<file path="src/rtl/pc_sequencer.sv">
// Next-PC selection and fetch sequencing controller for the five-stage RISC-V PC register.
// Optional trap redirect is compiled in when the macro PC_SEQ_TRAP_EN is defined.
module pc_sequencer #(
    parameter logic [31:0] RESET_VECTOR = 32'h0000_0000,
    parameter logic [31:0] TRAP_VECTOR  = 32'h0000_0100
) (
    input  logic        clock,
    input  logic        reset_n,
    input  logic [31:0] pc_current,
    output logic [31:0] pc_next,
    output logic        pc_enable,
    output logic        imem_req,
    input  logic        imem_ready,
    output logic        fetch_valid,
    input  logic        load_use_hazard,
    input  logic        jump_valid,
    input  logic [31:0] jump_target,
    input  logic        branch_taken,
    input  logic [31:0] branch_target,
`ifdef PC_SEQ_TRAP_EN
    input  logic        trap_req,
`endif
    input  logic        halt_req,
    input  logic        resume,
    output logic        flush_ifid,
    output logic        flush_idex
);

    typedef enum logic [1:0] {
        ST_BOOT  = 2'b00,
        ST_FETCH = 2'b01,
        ST_HALT  = 2'b10
    } state_t;

    // Redirect priority classes; a larger value wins.
    localparam logic [1:0] PRI_NONE   = 2'd0;
    localparam logic [1:0] PRI_JUMP   = 2'd1;
    localparam logic [1:0] PRI_BRANCH = 2'd2;
    localparam logic [1:0] PRI_TRAP   = 2'd3;

    state_t      state_r;
    state_t      state_nx_s;
    logic        pend_valid_r;
    logic        pend_valid_nx_s;
    logic [1:0]  pend_pri_r;
    logic [1:0]  pend_pri_nx_s;
    logic [31:0] pend_tgt_r;
    logic [31:0] pend_tgt_nx_s;

    logic        trap_s;
    logic [1:0]  new_pri_s;
    logic [31:0] new_tgt_s;
    logic        new_wins_s;
    logic        redirect_s;
    logic [31:0] sel_tgt_s;
    logic        capture_s;
    logic        clear_pend_s;

    logic [31:0] pc_next_s;
    logic        pc_enable_s;
    logic        imem_req_s;
    logic        fetch_valid_s;

`ifdef PC_SEQ_TRAP_EN
    assign trap_s = trap_req;
`else
    assign trap_s = 1'b0;
`endif

    // Resolve the highest-priority redirect presented this cycle.
    always_comb begin
        if (trap_s) begin
            new_pri_s = PRI_TRAP;
            new_tgt_s = TRAP_VECTOR;
        end else if (branch_taken) begin
            new_pri_s = PRI_BRANCH;
            new_tgt_s = branch_target;
        end else if (jump_valid) begin
            new_pri_s = PRI_JUMP;
            new_tgt_s = jump_target;
        end else begin
            new_pri_s = PRI_NONE;
            new_tgt_s = 32'h0000_0000;
        end
    end

    // A new redirect beats the pending one only with strictly higher priority.
    assign new_wins_s = (new_pri_s != PRI_NONE) &&
                        (!pend_valid_r || (new_pri_s > pend_pri_r));
    assign redirect_s = (new_pri_s != PRI_NONE) || pend_valid_r;
    assign sel_tgt_s  = new_wins_s ? new_tgt_s : pend_tgt_r;

    // Next-state and raw fetch outputs.
    always_comb begin
        state_nx_s    = state_r;
        pc_next_s     = pc_current;
        pc_enable_s   = 1'b0;
        imem_req_s    = 1'b0;
        fetch_valid_s = 1'b0;
        capture_s     = 1'b0;
        clear_pend_s  = 1'b0;
        case (state_r)
            ST_BOOT: begin
                pc_enable_s = 1'b1;
                pc_next_s   = RESET_VECTOR;
                capture_s   = 1'b1;
                state_nx_s  = ST_FETCH;
            end
            ST_FETCH: begin
                imem_req_s = 1'b1;
                if (!imem_ready) begin
                    capture_s = 1'b1;
                end else if (redirect_s) begin
                    // The instruction returned this cycle is on the wrong path.
                    pc_enable_s  = 1'b1;
                    pc_next_s    = sel_tgt_s;
                    clear_pend_s = 1'b1;
                end else if (load_use_hazard) begin
                    pc_enable_s = 1'b0;
                end else begin
                    pc_enable_s   = 1'b1;
                    pc_next_s     = pc_current + 32'd4;
                    fetch_valid_s = 1'b1;
                    if (halt_req) begin
                        state_nx_s = ST_HALT;
                    end else begin
                        state_nx_s = ST_FETCH;
                    end
                end
            end
            ST_HALT: begin
                capture_s = 1'b1;
                if (resume || trap_s) begin
                    state_nx_s = ST_FETCH;
                end else begin
                    state_nx_s = ST_HALT;
                end
            end
            default: begin
                state_nx_s   = ST_BOOT;
                clear_pend_s = 1'b1;
            end
        endcase
    end

    // Next value of the single-entry pending-redirect register.
    always_comb begin
        pend_valid_nx_s = pend_valid_r;
        pend_pri_nx_s   = pend_pri_r;
        pend_tgt_nx_s   = pend_tgt_r;
        if (clear_pend_s) begin
            pend_valid_nx_s = 1'b0;
            pend_pri_nx_s   = PRI_NONE;
        end else if (capture_s && new_wins_s) begin
            pend_valid_nx_s = 1'b1;
            pend_pri_nx_s   = new_pri_s;
            pend_tgt_nx_s   = new_tgt_s;
        end else begin
            pend_valid_nx_s = pend_valid_r;
            pend_pri_nx_s   = pend_pri_r;
            pend_tgt_nx_s   = pend_tgt_r;
        end
    end

    // State and pending registers.
    always_ff @(posedge clock or negedge reset_n) begin
        if (!reset_n) begin
            state_r      <= ST_BOOT;
            pend_valid_r <= 1'b0;
            pend_pri_r   <= PRI_NONE;
            pend_tgt_r   <= 32'h0000_0000;
        end else begin
            state_r      <= state_nx_s;
            pend_valid_r <= pend_valid_nx_s;
            pend_pri_r   <= pend_pri_nx_s;
            pend_tgt_r   <= pend_tgt_nx_s;
        end
    end

    // While reset is held every output is quiet so the PC cannot load mid-reset.
    always_comb begin
        if (!reset_n) begin
            pc_next     = RESET_VECTOR;
            pc_enable   = 1'b0;
            imem_req    = 1'b0;
            fetch_valid = 1'b0;
            flush_ifid  = 1'b0;
            flush_idex  = 1'b0;
        end else begin
            pc_next     = pc_next_s;
            pc_enable   = pc_enable_s;
            imem_req    = imem_req_s;
            fetch_valid = fetch_valid_s;
            flush_ifid  = jump_valid | branch_taken | trap_s;
            flush_idex  = branch_taken | trap_s;
        end
    end

endmodule

</file>
<file path="config.mk">
export PLATFORM = sky130hd
export DESIGN_NAME = pc_sequencer
export DESIGN_NICKNAME = d
export VERILOG_FILES = /design/src/rtl/pc_sequencer.sv
export SDC_FILE = /design/constraint.sdc
export NUM_CORES = 1
export LEC_CHECK = 0
export CAP_MARGIN = 0
export CORE_ASPECT_RATIO = 0.9
export CORE_UTILIZATION = 46
export DETAILED_ROUTE_END_ITERATION = 10
export GPL_TIMING_DRIVEN = 0
export PLACE_DENSITY = 0.78
export SYNTH_ARGS = -nofsm -noshare
export SYNTH_HDL_FRONTEND = slang
export SYNTH_SLANG_ARGS = --single-unit
</file>
<file path="constraint.sdc">
create_clock -name clock -period 4.74 [get_ports clock]
set_input_delay 0.948 -clock clock [delete_from_list [all_inputs] [get_ports clock]]
set_output_delay 0.948 -clock clock [all_outputs]
set_load 0.02 [all_outputs]
</file>
Word level (Yosys, flattened, before mapping)
Cells that the tools add are included.
{"block": "op_classes", "addsub": 1, "order_cmp": 1, "eq_ne": 5, "n_mux": 38, "n_bitwise": 2, "n_reduce_logical": 11}
{"operator": "$mux 32", "count": 7}
{"operator": "$pmux 32 s2", "count": 1}
{"operator": "$add 32x3->32 const B", "count": 1}
{"operator": "$mux 1", "count": 18}
{"operator": "$mux 2", "count": 8}
{"operator": "$ne 2x2->1 const B", "count": 3}
{"operator": "$pmux 1 s2", "count": 3}
{"operator": "$pmux 2 s3", "count": 1}
{"operator": "$reduce_bool 2->1", "count": 2}
{"operator": "$reduce_and 3->1", "count": 1}
{"operator": "$eq 2x1->1 const B", "count": 1}
{"operator": "$eq 2x2->1 const B", "count": 1}
{"operator": "$gt 2x2->1", "count": 1}
{"operator": "$logic_and 1x1->1", "count": 2}
{"operator": "$logic_not 2->1", "count": 1}
{"operator": "$logic_or 1x1->1", "count": 2}
{"operator": "$reduce_and 2->1", "count": 1}
{"operator": "$reduce_or 2->1", "count": 1}
{"operator": "$logic_not 1->1", "count": 1}
{"operator": "$not 1->1", "count": 1}
{"operator": "$or 1x1->1", "count": 1}
{"block": "totals", "reg_bits": 37, "input_bits": 104, "out_inout_bits": 37, "word_cells": 62}

Depth between registers and ports, before layout
{"block": "depth", "word_depth": 10, "mapped_depth": 15, "mapped_depth_nobuf": 8}

Worst setup path before layout
OpenSTA, ideal clock, no wires.
{"block": "synth_path", "kind": "input-to-output", "from": "input branch_taken", "to": "output pc_next[1]", "t_arrival_ns": 3.626, "required_time_ns": 3.792, "path_slack_ns": 0.166, "stages": 14, "path_buffers": 6, "path_cell_list": "clkbuf_1 > nor2b_1 > clkbuf_1 > inv_1 > buf_2 > buf_2 > ha_1 > nand3_1 > o21a_1 > buf_2 > buf_1 > a31oi_1 > o221ai_1 > a21boi_0"}
{"block": "synth_between", "elab_chain_len": 9, "elab_cells_between_ends": 12, "classes_between": "order compare: 1; mux: 7; reduce/logical: 4"}
{"item": "from (decl)", "line": "18", "source": "input logic branch_taken,"}
{"item": "$mux 2", "line": "75", "source": "end else if (branch_taken) begin"}
{"item": "$gt 2x2->1", "line": "89", "source": "(!pend_valid_r || (new_pri_s > pend_pri_r));"}
{"item": "$logic_or 1x1->1", "line": "89"}
{"item": "$logic_and 1x1->1", "line": "88", "source": "assign new_wins_s = (new_pri_s != PRI_NONE) &&"}
{"item": "$mux 32", "line": "91", "source": "assign sel_tgt_s = new_wins_s ? new_tgt_s : pend_tgt_r;"}
{"item": "$mux 32 *", "line": "113", "source": "end else if (redirect_s) begin"}
{"item": "$mux 32 *", "line": "111", "source": "if (!imem_ready) begin"}
{"item": "$pmux 32 s2 *", "line": "102", "source": "case (state_r)"}
{"item": "$mux 32 *", "line": "182", "source": "if (!reset_n) begin"}
{"item": "to (decl)", "line": "10", "source": "output logic [31:0] pc_next,"}
Every way passes the cells marked *; elsewhere a longest branch is shown, timed or not.

Worst setup path in the final report
{"block": "layout_path", "from": "input jump_valid", "to": "output pc_next[14]"}
{"block": "layout_between", "elab_chain_len": 10, "elab_cells_between_ends": 14, "classes_between": "order compare: 1; mux: 9; reduce/logical: 4"}
{"item": "from (decl)", "line": "16", "source": "input logic jump_valid,"}
{"item": "$mux 1", "line": "78", "source": "end else if (jump_valid) begin"}
{"item": "$mux 2", "line": "75"}
{"item": "$gt 2x2->1", "line": "89"}
{"item": "$logic_or 1x1->1", "line": "89"}
{"item": "$logic_and 1x1->1", "line": "88"}
{"item": "$mux 32", "line": "91"}
{"item": "$mux 32 *", "line": "113"}
{"item": "$mux 32 *", "line": "111"}
{"item": "$pmux 32 s2 *", "line": "102"}
{"item": "$mux 32 *", "line": "182"}
Marked as above.

==> results.cfg <==
[sta]
setup-tns-final_ns = 0
skew_ns = 0.0150
hold-worst-slack_ns = 0.485
final_hold_viol_count = 0
finalSetupViolations = 0
fmax_mhz = 211
tightest_slew_ns = 0.978
min_period_over_period_pct = 99.8
slew_violations = 0
maxSlewHeadroom_pct = 34.4
finalCriticalPeriod_ns = 4.73

[routing]
drt-vias-per-instance = 6.79
num_vias = 5241
ant_nets = 0
wl_mm = 16.7
route.detailed.drc = 0
wl_per_cell_um = 21.6
first_iter_violations = 535
dr.pass1.iters = 6

[clock_tree]
cts_buffers = 5
htree_levels = 2
cts_tree = yes
clkSinkCount = 37
clock-root-buffer = clkbuf_8
hold_buffers = 0
clkLatencyLatePin_ns = 0.32
clockBufferDepth = 2
cts.reportedPaths.clkPinSlew_ns = 0.09

[grt]
busiest_layer = met2
grt_max_degree = 25
grt_first_pass_wirelength_mm = 25.1
grt_use_met2_pct = 59.1
antenna_found_initial = 0
overflow = 0
grt_pass1_vias = 4889
grtUsageMet1_pct = 48.9
met3_usage_pct = 7.27
track_usage_pct = 36.8

[power]
p_leak_nw = 2.24
p_per_area_mw_per_mm2 = 246
ir_worst_vdd_mv = 0.175

[die]
fp-row-count = 31
io_pins = 141
dieArea_mm2 = 0.00886
start_util_pct = 47.9
core_mm2 = 0.00815
fp.dieW_um = 99.1
die_h_um = 89.4

[synthesis]
synth_area_leaders = dfrtp_1, o21ai_0, nand2_1, a22oi_1, o221ai_1
ys_seq_elements = 37
synth_top_area_share_pct = 23.7
synth_edf_count = 0
yosys.area.top_type = dfrtp_1
synth_fp_nets = 629
ys.flop_type = dfrtp_1
syn-cell-area_mm2 = 0.00390
synth_cell_types = 73
yosys_warnings = 0
synthCells = 522
async_flop_share_pct = 100
synth.avg_cell_area_um2 = 7.48
yosysSeqAreaShare_pct = 23.7

[layout]
area_growth_pct = 46.6
drive_gt1_share_pct = 15.3
fillCellCount = 672
final_cell_mix = clkdlybuf4s50_1, nand2_1, o21ai_0
stdcell_count = 772
n_antenna_cell = 0
num-nets-final = 779
layout_commonest_cell = clkdlybuf4s50_1

[run]
drv_cap = 0

[worst_setup_path]
critical_path_required_ns = 3.79
end_kind = output port
r2r-end = pend_tgt_r[13]
path_class = in2out
cp-start-kind = input pin
rr_worst_depth = 11
crit_arrival_ns = 3.78
crit_path_max_fanout = 10
rrSetupSlack_ns = 2.19
r2r_start = pend_pri_r[1]

[place]
post-dp-hpwl_mm = 12.2
dp.cells = 762
io_buffer_count = 140
place.gp.congestion = 0.925

[hold_path]
hp-start = pend_tgt_r[15]
hp-class = reg2reg
holdPathEnd = pend_tgt_r[15]
min_path_cells = 2

[status]
status = complete, no violations
stage by stage:
step / power [mW] / setup WS (ns) / utilization, % / area, um2
2_1_floorplan: 0.748 / 0.166 / - / 3900
3_3_place_gp: 1.03 / -1.81 / 66.7 / 5430
3_5_place_dp: 1.05 / -1.71 / 66.8 / 5440
4_1_cts: 1.37 / 0.0000413 / 69.8 / 5690
5_1_grt: 1.47 / -0.0172 / 70.2 / 5720
6_report: 1.41 / 0.00879 / 70.2 / 5720
registers in the layout (all words and copies together) (netlist names):
register and cells:
pend_tgt_r 32, pend_valid_r 1, state_r 2, pend_pri_r 2
cells by family (layout without fill, tap and decap cells):
kind of cell,count (synthesis),count (layout),share of synthesized area [%]
compound gates,234,234,40.9
xor+xnor,2,2,0.449
fa+ha+maj,3,3,0.962
buf+inv,66,217,7.95
flops,37,37,23.7
mux,3,3,0.865
simple gates,177,177,25.1
synth_stat cells (all sizes together), types with 3 or more instances:
cell     number
clkbuf       27
inv          18
o2111ai       6
a31oi         5
o211ai        7
a22oi        31
nand2b        6
a21boi        3
o221ai       18
a21oi        30
ha            3
nand2        73
or3           3
o311ai        6
and2          6
dfrtp        37
o22ai        20
nor4          9
a221o         3
nor3b         8
o2bb2ai       6
o31ai         4
nor2          9
nor2b        16
nand3        18
buf          19
nand4         5
o21ai        64
a21o          4
nor3          5
a31o          3
mux2          3
and3          9
o21a          7
how the worst max path moves through the flow:
stage | cells after the start | startpoint | end | slack, ns
after floorplan | 14 | branch_taken | pc_next[1] | 0.17
after global placement | 9 | reset_n | pc_next[5] | -1.81
after detailed placement | 16 | branch_taken | pc_next[30] | -1.71
after CTS | 14 | jump_valid | pc_next[19] | 0.00004
after global routing | 14 | jump_valid | pc_next[14] | -0.02
final | 14 | jump_valid | pc_next[14] | 0.009
power breakdown:
group / leakage, nW / switching, mW / total (mW) / internal [mW]
combinational: 1.71 / 0.381 / 0.672 / 0.291
clock: 0.0543 / 0.141 / 0.299 / 0.158
sequential: 0.470 / 0.0512 / 0.437 / 0.385
repair_timing:
item                                   4_1_cts  5_1_grt
endpoints found under the hold margin        0        0
resized for setup                          131       44
pin swaps                                    1        2
setup endpoints to repair                   33       33
buffers inserted                             0        2
per-layer routing:
layer / vias up / routed length, um
li1: 2321 / -
met1: 2432 / 6800
met2: 420 / 7290
met3: 68 / 2040
met4: 0 / 585
met5: - / 0
critical path, stage by stage:
cell,delay [ns]
clkdlybuf4s50_1,0.50
nor2b_1,0.16
buf_4,0.17
inv_2,0.07
buf_8,0.15
buf_8,0.15
ha_4,0.29
nand3_4,0.10
o21a_1,0.14
buf_4,0.18
mux2_2,0.22
o21ai_0,0.06
a21oi_1,0.27
dlygate4sd2_1,0.36
cell type report:
type	instances	area (um2)	share of cell area, %
clock buffers	5	68.8	1.20
inverters	18	67.6	1.18
clock inverters	3	46.3	0.809
multi-input cells	419	2820	49.4
flip-flops and latches	37	926	16.2
plain buffers	48	329	5.75
repair buffers	143	1340	23.4
well taps	99	124	2.16
No activity file was read; power rests on OpenSTA's default activity.
==> variant 1 (same settings) <==
Build with the macro `PC_SEQ_TRAP_EN` defined.
--- a/src/rtl/pc_sequencer.sv
+++ b/src/rtl/pc_sequencer.sv
@@ -2,2 +2,4 @@
 // Optional trap redirect is compiled in when the macro PC_SEQ_TRAP_EN is defined.
+`define PC_SEQ_TRAP_EN
+
 module pc_sequencer #(
Ports: changed (added trap_req); port bits go from 141 to 142. No check against the original RTL was run, so the function may have changed too.
==> variant 1 against the original RTL <==
  * Clock skew decreased by 0.0015 ns
  * Combinational power fell by 17%
  * Worst setup slack gained 0.083 ns
  * Critical path depth did not move
  * Maximum frequency up 1.8%
  * Sequential cell count unchanged
  * Cell area shrank 6.8%
  * Area after synthesis fell by 8.7%
  * Non-clock buffer count is 9 lower
  * Wire length is 14% lower
  * Largest power group unchanged
  * Register-to-register slack better by 0.26 ns
  * Global-route usage decreased by 0.65 points
  * Total power decreased by 15%
==> variant 1: results (changes against the original RTL) <==
[metrics] largest registers: pend_tgt_r: 32 flops, pend_pri_r: 2 flops, state_r: 2 flops
[metrics] Arrival @ worst endpoint: 3.70 ns (-0.08 ns)
[metrics] post-CTS clock slew at the launch and capture registers of the worst setup and hold paths: 0.08 ns
[metrics] overall fraction of global-route tracks in use: 36.1% (-0.65 points)
[metrics] via count: 4610 (-12%)
[metrics] Clock Tree Buf Depth: 2 (unchanged)
[metrics] violation count after the first detailed-routing iteration: 433 (-19%)
[metrics] cell types with the highest counts after synthesis: nand2_1 (49), nor2_1 (49), a22oi_1 (38), dfrtp_1 (37), o21ai_0 (34)
[metrics] top cells by area, synth: dfrtp_1 (26%), a22oi_1 (8.0%), mux2_2 (6.6%), nand2_1 (5.2%), nor2_1 (5.2%)
[metrics] H-tree lvl count: 2 (unchanged)
[metrics] Ys Warns: 0 (unchanged)
[metrics] post-synthesis cell count: 458 (-12%)
[metrics] Num CTS Buffers: 5 (unchanged)
[metrics] via count of the first global-routing pass: 4441 (-9.2%)
[metrics] slew at the pin with the worst max-slew slack: 0.692 ns (-0.286 ns)
[metrics] fill count: 653 (-2.8%)
[metrics] Mapped Nets: 566 (-10%)
[metrics] count of final max-slew check failures: 0 (unchanged)
[metrics] drt first pass iters: 6 (unchanged)
[metrics] r2r setup slk: 2.45 ns (+0.26 ns)
[metrics] wire length of the first global-routing pass: 22200 um (-11%)
[metrics] worst-case vdd ir drop: 108 uV (-38%)
[metrics] Leak Pwr: 0.00230 uW (+3.0%)
[metrics] class of the worst hold path: in -> async
[metrics] cell count of the worst reg-to-reg path: 6 (-5)
[metrics] post-synthesis sequential area ratio: 26.0% (+2.3 points)
[metrics] Port Buffers: 139 (-0.71%)
[metrics] share of layout cells above drive strength 1: 14.9% (-0.41 points)
[metrics] outcome: finished clean
[metrics] routed wirelength normalized by instance count: 20.2 um (-6.6%)
[metrics] fraction of synthesis flops using an asynchronous set or reset pin: 100% (unchanged)
[metrics] end of the worst register-to-register path: pend_tgt_r[12]$_DFFE_PN0P_
[metrics] launching point of the worst reg2reg path: pend_pri_r[0]$_DFFE_PN0P_
[metrics] count of nets after finishing: 718 (-7.8%)
[metrics] count of unique library cells instantiated by Yosys: 66 (-9.6%)
[metrics] worst clock skew: 0.0136 ns (-0.00147 ns)
[metrics] routability-driven placement congestion ratio: 0.975 (+5.4%)
[metrics] clock latency reported for the late side of the worst-skew pair: 0.32 ns (about the same)
[metrics] maximum fanout count along the critical path: 19 (+9)
[metrics] HPWL Detailed: 10500 um (-14%)
[metrics] initial antenna violation count: 0 (unchanged)
[metrics] Root Buffer: clkbuf_8
[metrics] number of antenna diodes: 0 (unchanged)
[metrics] number of hold-slack violations in the final timing report: 0 (unchanged)
[metrics] largest net degree at the start of global routing: 41 (+64%)
variant 1: kinds of logic after synthesis:
group,after synthesis,share of synthesized area [%]
AND/OR/NAND/NOR,171,25.2
AO/OA/AOI/OAI,170,33.1
buffers and inverters,48,5.76
flip-flops,37,26.0
multiplexers,29,8.88
adder cells (fa/ha/maj),3,1.05
variant 1: worst max-delay path by stage:
stage | depth (start not counted) | end | slack [ns] | start
6_report | 14 | pc_next[2] | 0.09 | branch_taken
5_1_grt | 14 | pc_next[3] | 0.04 | branch_taken
4_1_cts | 13 | pc_next[14] | 0.006 | trap_req
3_5_place_dp | 14 | pc_next[17] | -1.84 | branch_taken
3_3_place_gp | 15 | pc_next[31] | -1.76 | branch_taken
2_1_floorplan | 11 | pc_next[0] | 0.11 | branch_taken
variant 1: where the power goes:
part | leakage [uW] | total, uW | internal [uW] | switching (uW)
Clock | 0.0000445 | 245 | 105 | 140
Sequential | 0.000483 | 391 | 364 | 27.2
Combinational | 0.00178 | 558 | 263 | 296
variant 1: timing repair:
action                     4_1_cts  5_1_grt
buffers inserted                 5        1
resized for setup               93       11
hold endpoints to repair         0        0
setup endpoints to repair       32       25
hold buffers                     0        0
pin swaps                        2        1
variant 1: metal layers:
metal  global-route usage [%]  part of all wire [%]
met1                     47.8                    41
met2                     57.2                    45
met3                     7.27                    11
met4                     15.7                   3.5
met5                        0                     0
variant 1: worst max-delay path, stage by stage:
cell,delay (ns)
dlygate4sd2_1,0.30
buf_6,0.17
nor2b_4,0.14
buf_6,0.22
nor2_1,0.09
ha_1,0.27
and3_4,0.21
a21oi_4,0.19
and2_1,0.16
buf_4,0.17
o221ai_1,0.20
a21oi_1,0.21
a21o_1,0.12
clkdlybuf4s15_1,0.30
variant 1: per-stage QoR:
step | worst slack [ns] | cell area (sq um) | hold WS [ns] | utilization [%] | std cells
floorplan | 0.110 | 3560 | 0.443 | - | 458
global placement | -1.76 | 5080 | 0.460 | 67.6 | 693
detailed placement | -1.84 | 5090 | 0.467 | 67.8 | 694
CTS | 0.00616 | 5330 | 0.443 | 71.1 | 706
global route | 0.0404 | 5340 | 0.437 | 71.1 | 707
finish | 0.0915 | 5340 | 0.442 | 71.1 | 707
variant 1: layout make-up:
type	count	area (sq um)	area share, %
timing repair buffer	146	1400	26.2
clock inverter	3	21.3	0.399
multi-input combinational	373	2520	47.2
sequential	37	926	17.4
tap	96	120	2.25
clock buffer	5	68.8	1.29
inverter	11	41.3	0.774
buffer	36	241	4.53
==> variant 2 (same flow settings) <==
Without the edit above. Re-encode `state_t` (3 states) as one-hot, 3 bits wide.
--- a/src/rtl/pc_sequencer.sv
+++ b/src/rtl/pc_sequencer.sv
@@ -28,6 +28,6 @@
 
-    typedef enum logic [1:0] {
-        ST_BOOT  = 2'b00,
-        ST_FETCH = 2'b01,
-        ST_HALT  = 2'b10
+    typedef enum logic [2:0] {
+        ST_BOOT  = 3'b001,
+        ST_FETCH = 3'b010,
+        ST_HALT  = 3'b100
     } state_t;
Behaviour: same outputs for any inputs over 4 cycles, from zero or initial values and one cycle with reset_n low; so few cycles prove little.
==> variant 2 against the original RTL <==
  * Hold slack better by 0.046 ns
  * Worst setup slack lost 0.0094 ns
  * Highest routed layer unchanged
  * First-iteration DRC count shrank 14%
  * Cell area down 4.3%
  * Largest cell class unchanged
  * Area after synthesis down 9.6%
  * Critical path depth decreased by 6
  * Sequential cell count is 1 higher
  * Die area down 9.5%
  * Wire length fell by 6.3%
  * The run now ends with setup timing left
Power is not compared: it rests on default switching activity, and its combinational part moved more than twofold at a synthesized area within 25%.
==> variant 2: results (changes against the original RTL) <==
[metrics] destination of the worst hold path: pend_tgt_r[13]$_DFFE_PN0P_
[metrics] share of layout cells above drive strength 1: 16.1% (+0.75 points)
[metrics] r2r setup slk: 1.76 ns (-0.43 ns)
[metrics] count of nets after finishing: 760 (-2.4%)
[metrics] worst clock skew: 0.0180 ns (+0.00295 ns)
[metrics] area growth from synthesis to layout: 55.2%
[metrics] HPWL Detailed: 11200 um (-7.8%)
[metrics] wire length of the first global-routing pass: 24100 um (-3.8%)
[metrics] fill count: 542 (-19%)
[metrics] M3 GR Usage: 10.8% (+3.5 points)
[metrics] post-synthesis sequential area ratio: 27.0% (+3.3 points)
[metrics] failing checks: setup timing
[metrics] count of flip-flops and latches: 38 (+2.7%)
[metrics] length of routed met2 wiring: 7020 um (-3.7%)
[metrics] via count: 4860 (-7.3%)
[metrics] Post-Place Cells: 721 (-5.4%)
[metrics] Largest stage delay, worst path: 0.62 ns (+0.12 ns)
[metrics] count of multi-input gates: 400 (-4.5%)
[metrics] number of setup violations in the final report: 1 (+1)
[metrics] fraction of cell area in non-clock buffers: 30.8% (+1.7 points)
[metrics] multi-input gate share of the layout cell area: 47.1% (-2.3 points)
[metrics] min setup slack post-route: -0.000618 ns (-0.00941 ns)
[metrics] aggregate routed wire length: 15700 um (-6.3%)
[metrics] sequential cell area in the final layout: 952 sq um (+2.8%)
[metrics] Min Hold Slack: 0.531 ns (+0.0464 ns)
[metrics] slowest stage cell on the critical path: nor3b_4
[metrics] outcome: finished, violations left
[metrics] met1 track demand over resource: 53.1% (+4.2 points)
[metrics] largest net degree at the start of global routing: 28 (+12%)
[metrics] violation count after the first detailed-routing iteration: 460 (-14%)
[metrics] end of the worst register-to-register path: pend_tgt_r[19]$_DFFE_PN0P_
[metrics] largest registers: pend_tgt_r: 32 flops, state_r: 3 flops, pend_pri_r: 2 flops
[metrics] clkbuf count: 6 (+1)
[metrics] Final Non-Filler Cells: 747 (-3.2%)
[metrics] overall fraction of global-route tracks in use: 39.9% (+3.1 points)
[metrics] area of placed instances: 0.00509 sq mm (-6.5%)
[metrics] count of unique library cells instantiated by Yosys: 61 (-16%)
[metrics] Syn Area/Cell: 7.24 sq um (-3.2%)
[metrics] top cells by area, synth: dfrtp_1 (26%), a21oi_1 (7.2%), nor2_1 (7.0%), a22oi_1 (6.4%), nand2_1 (5.4%)
[metrics] slew at the pin with the worst max-slew slack: 0.859 ns (-0.119 ns)
[metrics] via count of the first global-routing pass: 4591 (-6.1%)
[metrics] M1 wire length: 5950 um (-12%)
==> variant 2: logic make-up after synthesis <==
| kind of cell | Yosys count | share of synthesized area, % |
|---|---|---|
| simple gates | 200 | 27.8 |
| mux | 6 | 1.81 |
| xor+xnor | 3 | 0.745 |
| flops | 38 | 27.0 |
| fa+ha+maj | 3 | 1.06 |
| buf+inv | 49 | 5.43 |
| compound gates | 188 | 36.2 |
==> variant 2: timing repair <==
| item | in CTS | in global routing |
|---|---|---|
| setup endpoints to repair | 63 | 33 |
| gates cloned | 1 | 0 |
| setup buffers | 13 | 4 |
| pin swaps | 18 | 4 |
| resized for setup | 157 | 17 |
| hold buffers | 0 | 0 |
==> variant 2: worst max-delay path by stage <==
stage	slack [ns]	endpoint	depth (start not counted)
6_report	-0.0006	pc_next[28]	8
3_5_place_dp	-1.97	pc_next[27]	16
3_3_place_gp	-1.90	pc_next[27]	15
2_1_floorplan	0.03	pc_next[16]	14
4_1_cts	-0.006	pc_next[27]	16
5_1_grt	-0.04	pc_next[18]	17
